<file path="src/rtl/coremacfilter_crcseq_if.sv">
// Receive byte-stream bundle between the MAC front end and the CRC sequencer.
// Signals: rdat/rval/rsof/reof/rabt from master, rrdy back from slave.
interface coremacfilter_crcseq_if;
    logic [7:0] rdat;
    logic       rval;
    logic       rsof;
    logic       reof;
    logic       rabt;
    logic       rrdy;

    modport master (
        output rdat, rval, rsof, reof, rabt,
        input  rrdy
    );

    modport slave (
        input  rdat, rval, rsof, reof, rabt,
        output rrdy
    );
endinterface

</file>
<file path="src/rtl/coremacfilter_crcseq.sv">
// Receive-side frame sequencer for the 802.3 CRC engine.
// Ports: cclk, crstn (sync, active-low), rx (byte stream, slave),
//   engine controls cdat/cval/cini/chld/xcen, engine status cerr,
//   per-frame status fdone/fgood/fcrcerr/fabort/fshort/flong/flen.
// Optional: CRCSEQ_LENCHK_EN builds MINLEN/MAXLEN length checks;
//   without it fshort/flong are constant 0.
module coremacfilter_crcseq #(
    parameter int unsigned LENW   = 16
`ifdef CRCSEQ_LENCHK_EN
    ,
    parameter int unsigned MINLEN = 64,
    parameter int unsigned MAXLEN = 1518
`endif
) (
    input  logic                 cclk,
    input  logic                 crstn,
    coremacfilter_crcseq_if.slave rx,
    output logic [7:0]           cdat,
    output logic                 cval,
    output logic                 cini,
    output logic                 chld,
    output logic                 xcen,
    input  logic                 cerr,
    output logic                 fdone,
    output logic                 fgood,
    output logic                 fcrcerr,
    output logic                 fabort,
    output logic                 fshort,
    output logic                 flong,
    output logic [LENW-1:0]      flen
);

    typedef enum logic [1:0] {
        S_IDLE,
        S_FRAME,
        S_CHECK
    } state_e;

    localparam logic [LENW-1:0] CNT_MAX = '1;

    state_e          state_q, state_d;
    logic [LENW-1:0] cnt_q, cnt_d;
    logic [LENW-1:0] flen_q, flen_d;
    logic            fdone_q, fdone_d;
    logic            fgood_q, fgood_d;
    logic            fcrcerr_q, fcrcerr_d;
    logic            fabort_q, fabort_d;
    logic            fshort_q, fshort_d;
    logic            flong_q, flong_d;

    logic            feed;
    logic            preset;
    logic            hold;
    logic            len_short;
    logic            len_long;

`ifdef CRCSEQ_LENCHK_EN
    assign len_short = (cnt_q < LENW'(MINLEN));
    assign len_long  = (cnt_q > LENW'(MAXLEN));
`else
    assign len_short = 1'b0;
    assign len_long  = 1'b0;
`endif

    always_comb begin
        state_d   = state_q;
        cnt_d     = cnt_q;
        flen_d    = flen_q;
        fdone_d   = 1'b0;
        fgood_d   = fgood_q;
        fcrcerr_d = fcrcerr_q;
        fabort_d  = fabort_q;
        fshort_d  = fshort_q;
        flong_d   = flong_q;
        feed      = 1'b0;
        preset    = 1'b0;
        hold      = 1'b0;

        unique case (state_q)
            S_IDLE: begin
                preset = 1'b1;
                // Bytes without rsof and stray aborts are dropped here.
                if (rx.rval && rx.rsof) begin
                    preset  = 1'b0;
                    feed    = 1'b1;
                    cnt_d   = LENW'(1);
                    state_d = rx.reof ? S_CHECK : S_FRAME;
                end
            end
            S_FRAME: begin
                // A new rsof inside a frame kills the frame in flight.
                if (rx.rabt || (rx.rval && rx.rsof)) begin
                    state_d   = S_IDLE;
                    fdone_d   = 1'b1;
                    fabort_d  = 1'b1;
                    fcrcerr_d = 1'b0;
                    fshort_d  = 1'b0;
                    flong_d   = 1'b0;
                    fgood_d   = 1'b0;
                    flen_d    = cnt_q;
                end else if (rx.rval) begin
                    feed = 1'b1;
                    if (cnt_q != CNT_MAX) begin
                        cnt_d = cnt_q + LENW'(1);
                    end
                    if (rx.reof) begin
                        state_d = S_CHECK;
                    end
                end else begin
                    hold = 1'b1;
                end
            end
            S_CHECK: begin
                // Engine has registered the last FCS byte; cerr is final.
                hold      = 1'b1;
                state_d   = S_IDLE;
                fdone_d   = 1'b1;
                fabort_d  = 1'b0;
                fcrcerr_d = cerr;
                fshort_d  = len_short;
                flong_d   = len_long;
                fgood_d   = !cerr && !len_short && !len_long;
                flen_d    = cnt_q;
            end
            default: begin
                state_d = S_IDLE;
            end
        endcase
    end

    always_ff @(posedge cclk) begin
        if (!crstn) begin
            state_q   <= S_IDLE;
            cnt_q     <= '0;
            flen_q    <= '0;
            fdone_q   <= 1'b0;
            fgood_q   <= 1'b0;
            fcrcerr_q <= 1'b0;
            fabort_q  <= 1'b0;
            fshort_q  <= 1'b0;
            flong_q   <= 1'b0;
        end else begin
            state_q   <= state_d;
            cnt_q     <= cnt_d;
            flen_q    <= flen_d;
            fdone_q   <= fdone_d;
            fgood_q   <= fgood_d;
            fcrcerr_q <= fcrcerr_d;
            fabort_q  <= fabort_d;
            fshort_q  <= fshort_d;
            flong_q   <= flong_d;
        end
    end

    // Engine controls are combinational for zero-latency feed; reset
    // overrides them so the engine presets while crstn is low.
    assign rx.rrdy = (state_q != S_CHECK);
    assign cval    = crstn && feed;
    assign cdat    = cval ? rx.rdat : 8'h00;
    assign cini    = !crstn || preset;
    assign chld    = crstn && hold;
    assign xcen    = 1'b1;

    assign fdone   = fdone_q;
    assign fgood   = fgood_q;
    assign fcrcerr = fcrcerr_q;
    assign fabort  = fabort_q;
    assign fshort  = fshort_q;
    assign flong   = flong_q;
    assign flen    = flen_q;

endmodule
</file>
<file path="src/flat_wrapper.sv">
// flat-port wrapper written by rule: the top's interface ports become plain ports
module coremacfilter_crcseq_flat 
#(
    parameter int unsigned LENW   = 16

)
  (cclk, crstn, cdat, cval, cini, chld, xcen, cerr, fdone, fgood, fcrcerr, fabort, fshort, flong, flen, rx_rdat, rx_rval, rx_rsof, rx_reof, rx_rabt, rx_rrdy);
  coremacfilter_crcseq_if rx_i ();
  input  logic cclk;
  input  logic crstn;
  output logic [7:0] cdat;
  output logic cval;
  output logic cini;
  output logic chld;
  output logic xcen;
  input  logic cerr;
  output logic fdone;
  output logic fgood;
  output logic fcrcerr;
  output logic fabort;
  output logic fshort;
  output logic flong;
  output logic [LENW-1:0] flen;
  input wire logic [$bits(rx_i.rdat)-1:0] rx_rdat;
  input wire logic [$bits(rx_i.rval)-1:0] rx_rval;
  input wire logic [$bits(rx_i.rsof)-1:0] rx_rsof;
  input wire logic [$bits(rx_i.reof)-1:0] rx_reof;
  input wire logic [$bits(rx_i.rabt)-1:0] rx_rabt;
  output wire logic [$bits(rx_i.rrdy)-1:0] rx_rrdy;
  assign rx_i.rdat = rx_rdat;
  assign rx_i.rval = rx_rval;
  assign rx_i.rsof = rx_rsof;
  assign rx_i.reof = rx_reof;
  assign rx_i.rabt = rx_rabt;
  assign rx_rrdy = rx_i.rrdy;
  coremacfilter_crcseq #(.LENW(LENW)) u_core (.cclk(cclk), .crstn(crstn), .rx(rx_i), .cdat(cdat), .cval(cval), .cini(cini), .chld(chld), .xcen(xcen), .cerr(cerr), .fdone(fdone), .fgood(fgood), .fcrcerr(fcrcerr), .fabort(fabort), .fshort(fshort), .flong(flong), .flen(flen));
endmodule
</file>
<file path="config.mk">
export PLATFORM = sky130hd
export DESIGN_NAME = coremacfilter_crcseq_flat
export DESIGN_NICKNAME = d
export VERILOG_FILES = /design/src/rtl/coremacfilter_crcseq_if.sv /design/src/rtl/coremacfilter_crcseq.sv /design/src/flat_wrapper.sv
export SDC_FILE = /design/constraint.sdc
export NUM_CORES = 1
export LEC_CHECK = 0
export CAP_MARGIN = 20
export CORE_MARGIN = 2
export CORE_UTILIZATION = 48
export CTS_CLUSTER_DIAMETER = 150
export DETAILED_ROUTE_END_ITERATION = 10
export PLACE_DENSITY = 0.76
export REMOVE_ABC_BUFFERS = 1
export SLEW_MARGIN = 20
export SYNTH_ARGS = -nofsm -noshare
export SYNTH_HDL_FRONTEND = slang
export SYNTH_SLANG_ARGS = --single-unit
</file>
<file path="constraint.sdc">
create_clock -name cclk -period 4.2 [get_ports cclk]
set_input_delay 1.26 -clock cclk [delete_from_list [all_inputs] [get_ports cclk]]
set_output_delay 1.26 -clock cclk [all_outputs]
set_load 0.01 [all_outputs]
</file>
## Yosys cells after proc, flatten, opt, wreduce, memory -nomap -nowiden

Index checks and enable logic that the tools add are counted.
W data, S select, Z words.

| cells by class | value |
|---|---|
| div/mod/pow operators | 0 |
| bitwise logic cells | 0 |
| shift-type cells | 0 |
| order comparisons | 0 |
| eq/ne operators | 11 |
| $mul | 0 |
| reduce and logical (&&, ||, !) cells | 13 |
| add/sub/neg operators | 1 |
| multiplexer cells | 31 |

Operators by type and width:

| kind | number |
|---|---|
| $mux W16 | 5 |
| $pmux W16 S2 | 2 |
| $add A16 B1 Y16 const B | 1 |
| $ne A16 B16 Y1 const B | 1 |
| $pmux W1 S2 | 7 |
| $mux W1 | 10 |
| $mux W2 | 5 |
| $mux W8 | 1 |
| $ne A2 B1 Y1 const B | 3 |
| $ne A2 B2 Y1 const B | 3 |
| $ne A3 B2 Y1 const B | 2 |
| $reduce_and A5 Y1 | 1 |
| $pmux W2 S2 | 1 |
| $reduce_bool A2 Y1 | 2 |
| $logic_and A1 B1 Y1 | 3 |
| $reduce_and A3 Y1 | 1 |
| $eq A2 B1 Y1 const B | 1 |
| $eq A2 B2 Y1 const B | 1 |
| $logic_not A1 Y1 | 2 |
| $logic_not A2 Y1 | 1 |
| $logic_or A1 B1 Y1 | 2 |
| $reduce_and A2 Y1 | 1 |

| word-level totals | value |
|---|---|
| memories kept | 0 |
| bits in writable memories | 0 |
| ROM bits | 0 |
| input port bits | 15 |
| bits in latches | 0 |
| register bits after elaboration | 39 |
| word-level logic and storage cells | 64 |
| output and inout port bits | 35 |

## Depth between registers and ports, before layout

| depth | value |
|---|---|
| word-level depth | 6 |
| depth in mapped cells | 9 |
| gate-level depth less buffers | 6 |

## Least setup slack after synthesis

OpenSTA, ideal clock, no wires.

| path | value |
|---|---|
| path kind | input to output |
| start point | in rx_rabt |
| end point | out cdat[0] |
| path buffers | 1 |
| stages on the path | 5 |
| slack | 832 ps |
| arrival | 2108 ps |
| cells stage by stage | nand2b_1 > o21ai_0 > and3_1 > clkbuf_1 > and2_1 |

| between the ends | value |
|---|---|
| longest elaborated chain between the ends | 5 |

RTL lines:

| element | line | RTL |
|---|---|---|
| start, declared | flat_wrapper.sv:28 | `input wire logic [$bits(rx_i.rabt)-1:0] rx_rabt;` |
| $logic_or A1 B1 Y1 | coremacfilter_crcseq.sv:92 | `if (rx.rabt \|\| (rx.rval && rx.rsof)) begin` |
| $mux W1 | coremacfilter_crcseq.sv:92 |  |
| $pmux W1 S2 | coremacfilter_crcseq.sv:79 | `unique case (state_q)` |
| $logic_and A1 B1 Y1 | coremacfilter_crcseq.sv:158 | `assign cval = crstn && feed;` |
| via cval | flat_wrapper.sv:12 | `output logic cval;` |
| $mux W8 | coremacfilter_crcseq.sv:159 | `assign cdat = cval ? rx.rdat : 8'h00;` |
| end, declared | flat_wrapper.sv:11 | `output logic [7:0] cdat;` |

The timed path passes the listed nets, and every way through them passes these cells.

## Worst setup path in the final report

| path | value |
|---|---|
| start point | in rx_rabt |
| end point | out chld |

| between the ends | value |
|---|---|
| longest elaborated chain between the ends | 4 |

RTL lines:

| element | line | RTL |
|---|---|---|
| $logic_or A1 B1 Y1 | coremacfilter_crcseq.sv:92 |  |
| $mux W1 | coremacfilter_crcseq.sv:92 |  |
| $pmux W1 S2 | coremacfilter_crcseq.sv:79 |  |
| $logic_and A1 B1 Y1 | coremacfilter_crcseq.sv:161 | `assign chld = crstn && hold;` |
| end, declared | flat_wrapper.sv:14 | `output logic chld;` |

No other way between the ends.

==> flow_results.org <==
** Worst setup path
- Crit path DAT :: about 2.8 ns
- STA classifies the critical path endpoint as an output port.
- Timing startpoint of the critical path :: rx_rabt
- For flop-to-flop paths, the worst setup slack is between 1.5 and 2 ns.
- Max Fanout on Critical Path :: 4
- Reg2Reg Depth :: 7
- The critical path in this run is classified as input port to output port.
- Required time of the critical path :: just under 3 ns
- The startpoint identified for the worst register-to-register timing path is u_core.state_q[1]$_SDFFE_PN0P_.
- Kind of launch point of the worst setup path :: input port
- The worst register-to-register path ends at u_core.cnt_q[7]$_SDFFE_PN0P_.

** Drt
- Count of routing violations after the opening detailed-route iteration :: 122
- Number of antenna-violating nets in the routed design :: 0
- After detailed routing, the average wire length per cell comes to 14.5 um.
- Metal-1 WL :: around 2.3 mm
- Met3 routed wirelength :: roughly 240 um
- Via Count :: around 1900
- Summed over all nets, wire length on met2 after detailed routing comes to between 2 and 2.5 mm.
- Via density per instance :: 5.67
- In this run the top signal layer used is met4.
- First-pass detailed-route iteration total :: 4
- Detailed Route WL :: 4.98 mm
- Total DRC errors in the routed layout :: 0

** Global routing
- Total global-route track usage :: between 20 and 25%
- Entering global routing, the biggest net connects 25 pins.
- The first global-routing pass estimated 8.14 mm of wire.
- Remaining Overflow, GRT :: 0
- The number of antenna violations at the first check in global routing is 0.
- Number of global-route vias before repair :: approximately 1800

** Power
- For this design the ratio of total power to cell area is 272 nW/um2.
- Summing internal, switching and leakage power gives 726 uW.
- Across the VDD grid, the largest voltage drop is around 140 uV.
- In this run the static leakage power is approximately 1.0 nW.

** Finish
- The count of cells in the finished layout, fillers not included, comes to approximately 340.
- Fraction of final layout cells sized beyond drive strength 1 :: 11.9%
- The area growth from synthesis to layout is 31.9%.
- Inserted Diodes :: 0
- Fill cell count :: 351
- In the final design database the tool counted ~310 nets.

** Synth
- Count of mapped cells out of synthesis :: around 250
- Share of synthesized registers carrying an async set or reset :: 0%
- Count of flip-flops with a built-in enable after synthesis :: 0
- Sequential elements use approximately 38% of the synthesized area.
- The most used flip-flop cell after synthesis is dfxtp_1.
- Cell taking the most area after synthesis :: dfxtp_1
- Synthesis Warnings :: 0
- The synthesized design contains 38 register bits.
- Each instance of the synthesized netlist takes up on average 8.15 um2.
- Netlist cell types :: 49
- Share of Yosys cell area claimed by the top area cell type :: approximately 38%
- Top area cells in the synthesized netlist :: dfxtp_1 38%, nand2_1 8.5%, a21oi_1 5.9%
- The cell area that synthesis handed to floorplanning was between 2000 and 2500 um2.

** Clock network
- Maximum level of the CTS H-tree :: 2
- Number of buffers created by CTS :: 5
- Max Buffers Root-to-Sink :: 2
- CTS root buf :: clkbuf_8
- Clock slew seen by the registers of the worst setup and hold paths :: about 0.07 ns
- CTS tree :: yes
- For the worst-skew pair, the clock arrives at the later sink with an insertion delay of slightly below 0.3 ns.
- Count of hold-fix buffers inserted at cts :: 0
- The clock drives 38 sinks.

** STA
- Slew Limit Fails :: 0
- RSZ-0062 raised after global routing :: false
- The count of final hold-check violations came to 0.
- After layout, the minimum clock period comes to 4.09 ns.
- Of the available clock period, the critical path in the final layout requires between 90% and 100%.
- Worst-case hold slack :: 0.451 ns
- At the pin with the least slew margin, the transition time is around 1.0 ns.
- Normalized max-slew margin :: a little under 30%
- Between clock sinks in the finished design, the worst skew comes to approximately 0.0083 ns.
- Static timing analysis puts the maximum clock frequency at 0.244 GHz.
- Setup violations remaining at the end of the flow were counted as 0.

** Placed design
- Gp weighted congestion :: ~0.84
- In this run the tool buffered the top-level ports with 46 buffer cells.
- Placed cell count :: approximately 330
- Detailed placement finished with a half-perimeter wire length of 3.41 mm.

** Status
- The flow ran to the end, and the final reports show no timing, DRC or antenna violations.

** Hold path
- Number of cells traversed by the worst hold path :: 2
- Sink of the worst hold path :: u_core.fgood$_SDFFE_PN0P_
- Tightest Hold Check Type :: register to register
- In this run the most critical hold path is launched from u_core.fgood$_SDFFE_PN0P_.

** Floorplanning
- Floorplan die height :: 68.9 um
- Initial standard-cell utilization of the core :: 50.2%
- Die Width :: 68.9 um
- Total die area :: ~4700 um2
- Number of standard-cell rows in the floorplan :: 23
- The total area inside the core boundary comes to 4030 um2.
- During I/O placement, the number of pins put on the boundary was 50.

** Job
- Count of max-cap constraint violations :: 0
## metal layers
layer  vias to the layer above  global-route usage [%]
li1                        988                       -
met1                       895                    29.3
met2                        59                    37.4
met3                         7                    5.68
met4                         0                    9.31
met5                         -                       0
## layout make-up
type / count / area [um2] / area share, %
Clock buffer: 7 / 86.3 / 3.24
Sequential cell: 38 / 761 / 28.5
Timing Repair Buffer: 59 / 578 / 21.7
Clock inverter: 1 / 5.00 / 0.188
Inverter: 8 / 30.0 / 1.13
Multi-Input combinational cell: 181 / 1140 / 42.9
Tap cell: 50 / 62.6 / 2.35
## Yosys cell counts, types with 3 or more instances
master	number
or4_1	3
o221a_2	3
inv_1	8
clkbuf_1	8
dfxtp_1	38
o41a_1	3
or3_1	5
buf_4	3
nand2b_1	4
ha_1	4
o21ai_0	6
o21ai_1	4
and2_1	10
nand2_1	46
nor2_1	5
buf_2	9
a211oi_1	3
a21oi_1	24
o311ai_1	7
nand4_1	8
nand3_1	6
## state kept, by name, summed over array words and instances (netlist names)
signal / count
u_core.flen: 16
u_core.fdone: 1
u_core.fcrcerr: 1
u_core.fabort: 1
u_core.cnt_q: 16
u_core.fgood: 1
u_core.state_q: 2
## placed cells by master (no fill, tap or decap), drive strengths merged, types with 2 or more instances in the layout
cell           instances
nand2                 47
clkdlybuf4s50         38
dfxtp                 38
a21oi                 24
buf                   13
and2                  10
o21ai                 10
nand4                  9
o311ai                 9
inv                    8
dlymetal6s2s           8
clkbuf                 7
nand3                  6
nor2                   5
or3                    5
nand2b                 4
ha                     4
o41ai                  4
o41a                   3
or4                    3
a211oi                 3
o221a                  3
conb                   3
and3                   3
nor3b                  2
a32oi                  2
nor3                   2
o31ai                  2
and4                   2
a31oi                  2
o32ai                  2
nor4                   2
or2                    2
## where the power goes
| part | internal (mW) | switching [mW] |
|---|---|---|
| sequential | 0.364 | 0.00322 |
| combinational | 0.0464 | 0.0551 |
| clock | 0.132 | 0.125 |
## what timing repair did
item / CTS / global route
cloned: 0 / 1
endpoints found under the hold margin: 0 / 0
endpoints found under the setup margin: 8 / 9
resized for setup: 1 / 12
buffers inserted: 0 / 1
pin swaps: 0 / 2
## kinds of logic (layout without fill, tap and decap cells)
| logic type | count (synthesis) | count (layout) | share of synthesized area [%] |
|---|---|---|---|
| other | 2 | 3 | 0.371 |
| buffers and inverters | 31 | 75 | 7.30 |
| adders and majority gates | 4 | 4 | 2.48 |
| AOI/OAI and AO/OA | 69 | 69 | 24.6 |
| DFF | 38 | 38 | 37.6 |
| and+or+nand+nor | 104 | 105 | 27.7 |
## metrics by stage
stage	util (%)	cell area, um2	setup WS (ns)	TNS, ns
finish	66.2	2670	0.105	0
global route	66.2	2670	0.0193	0
CTS	65.0	2620	0.0241	0
detailed placement	62.7	2530	-0.0353	-0.157
global placement	62.7	2530	0.000406	0
floorplan	-	1910	0.921	0
## worst max-delay path, cell delays in order
cell             delay [ns]
clkdlybuf4s50_1        0.41
buf_4                  0.16
nor3b_1                0.30
nor2_1                 0.07
nor2_1                 0.09
clkdlybuf4s50_1        0.54
## how the worst max path moves through the flow
stage / end / depth (start not counted)
after CTS: cdat[3] / 6
after global routing: chld / 6
after global placement: cdat[3] / 6
final: chld / 6
after detailed placement: cdat[3] / 6
after floorplan: cdat[0] / 4
Power figures use the tool's default switching activity.
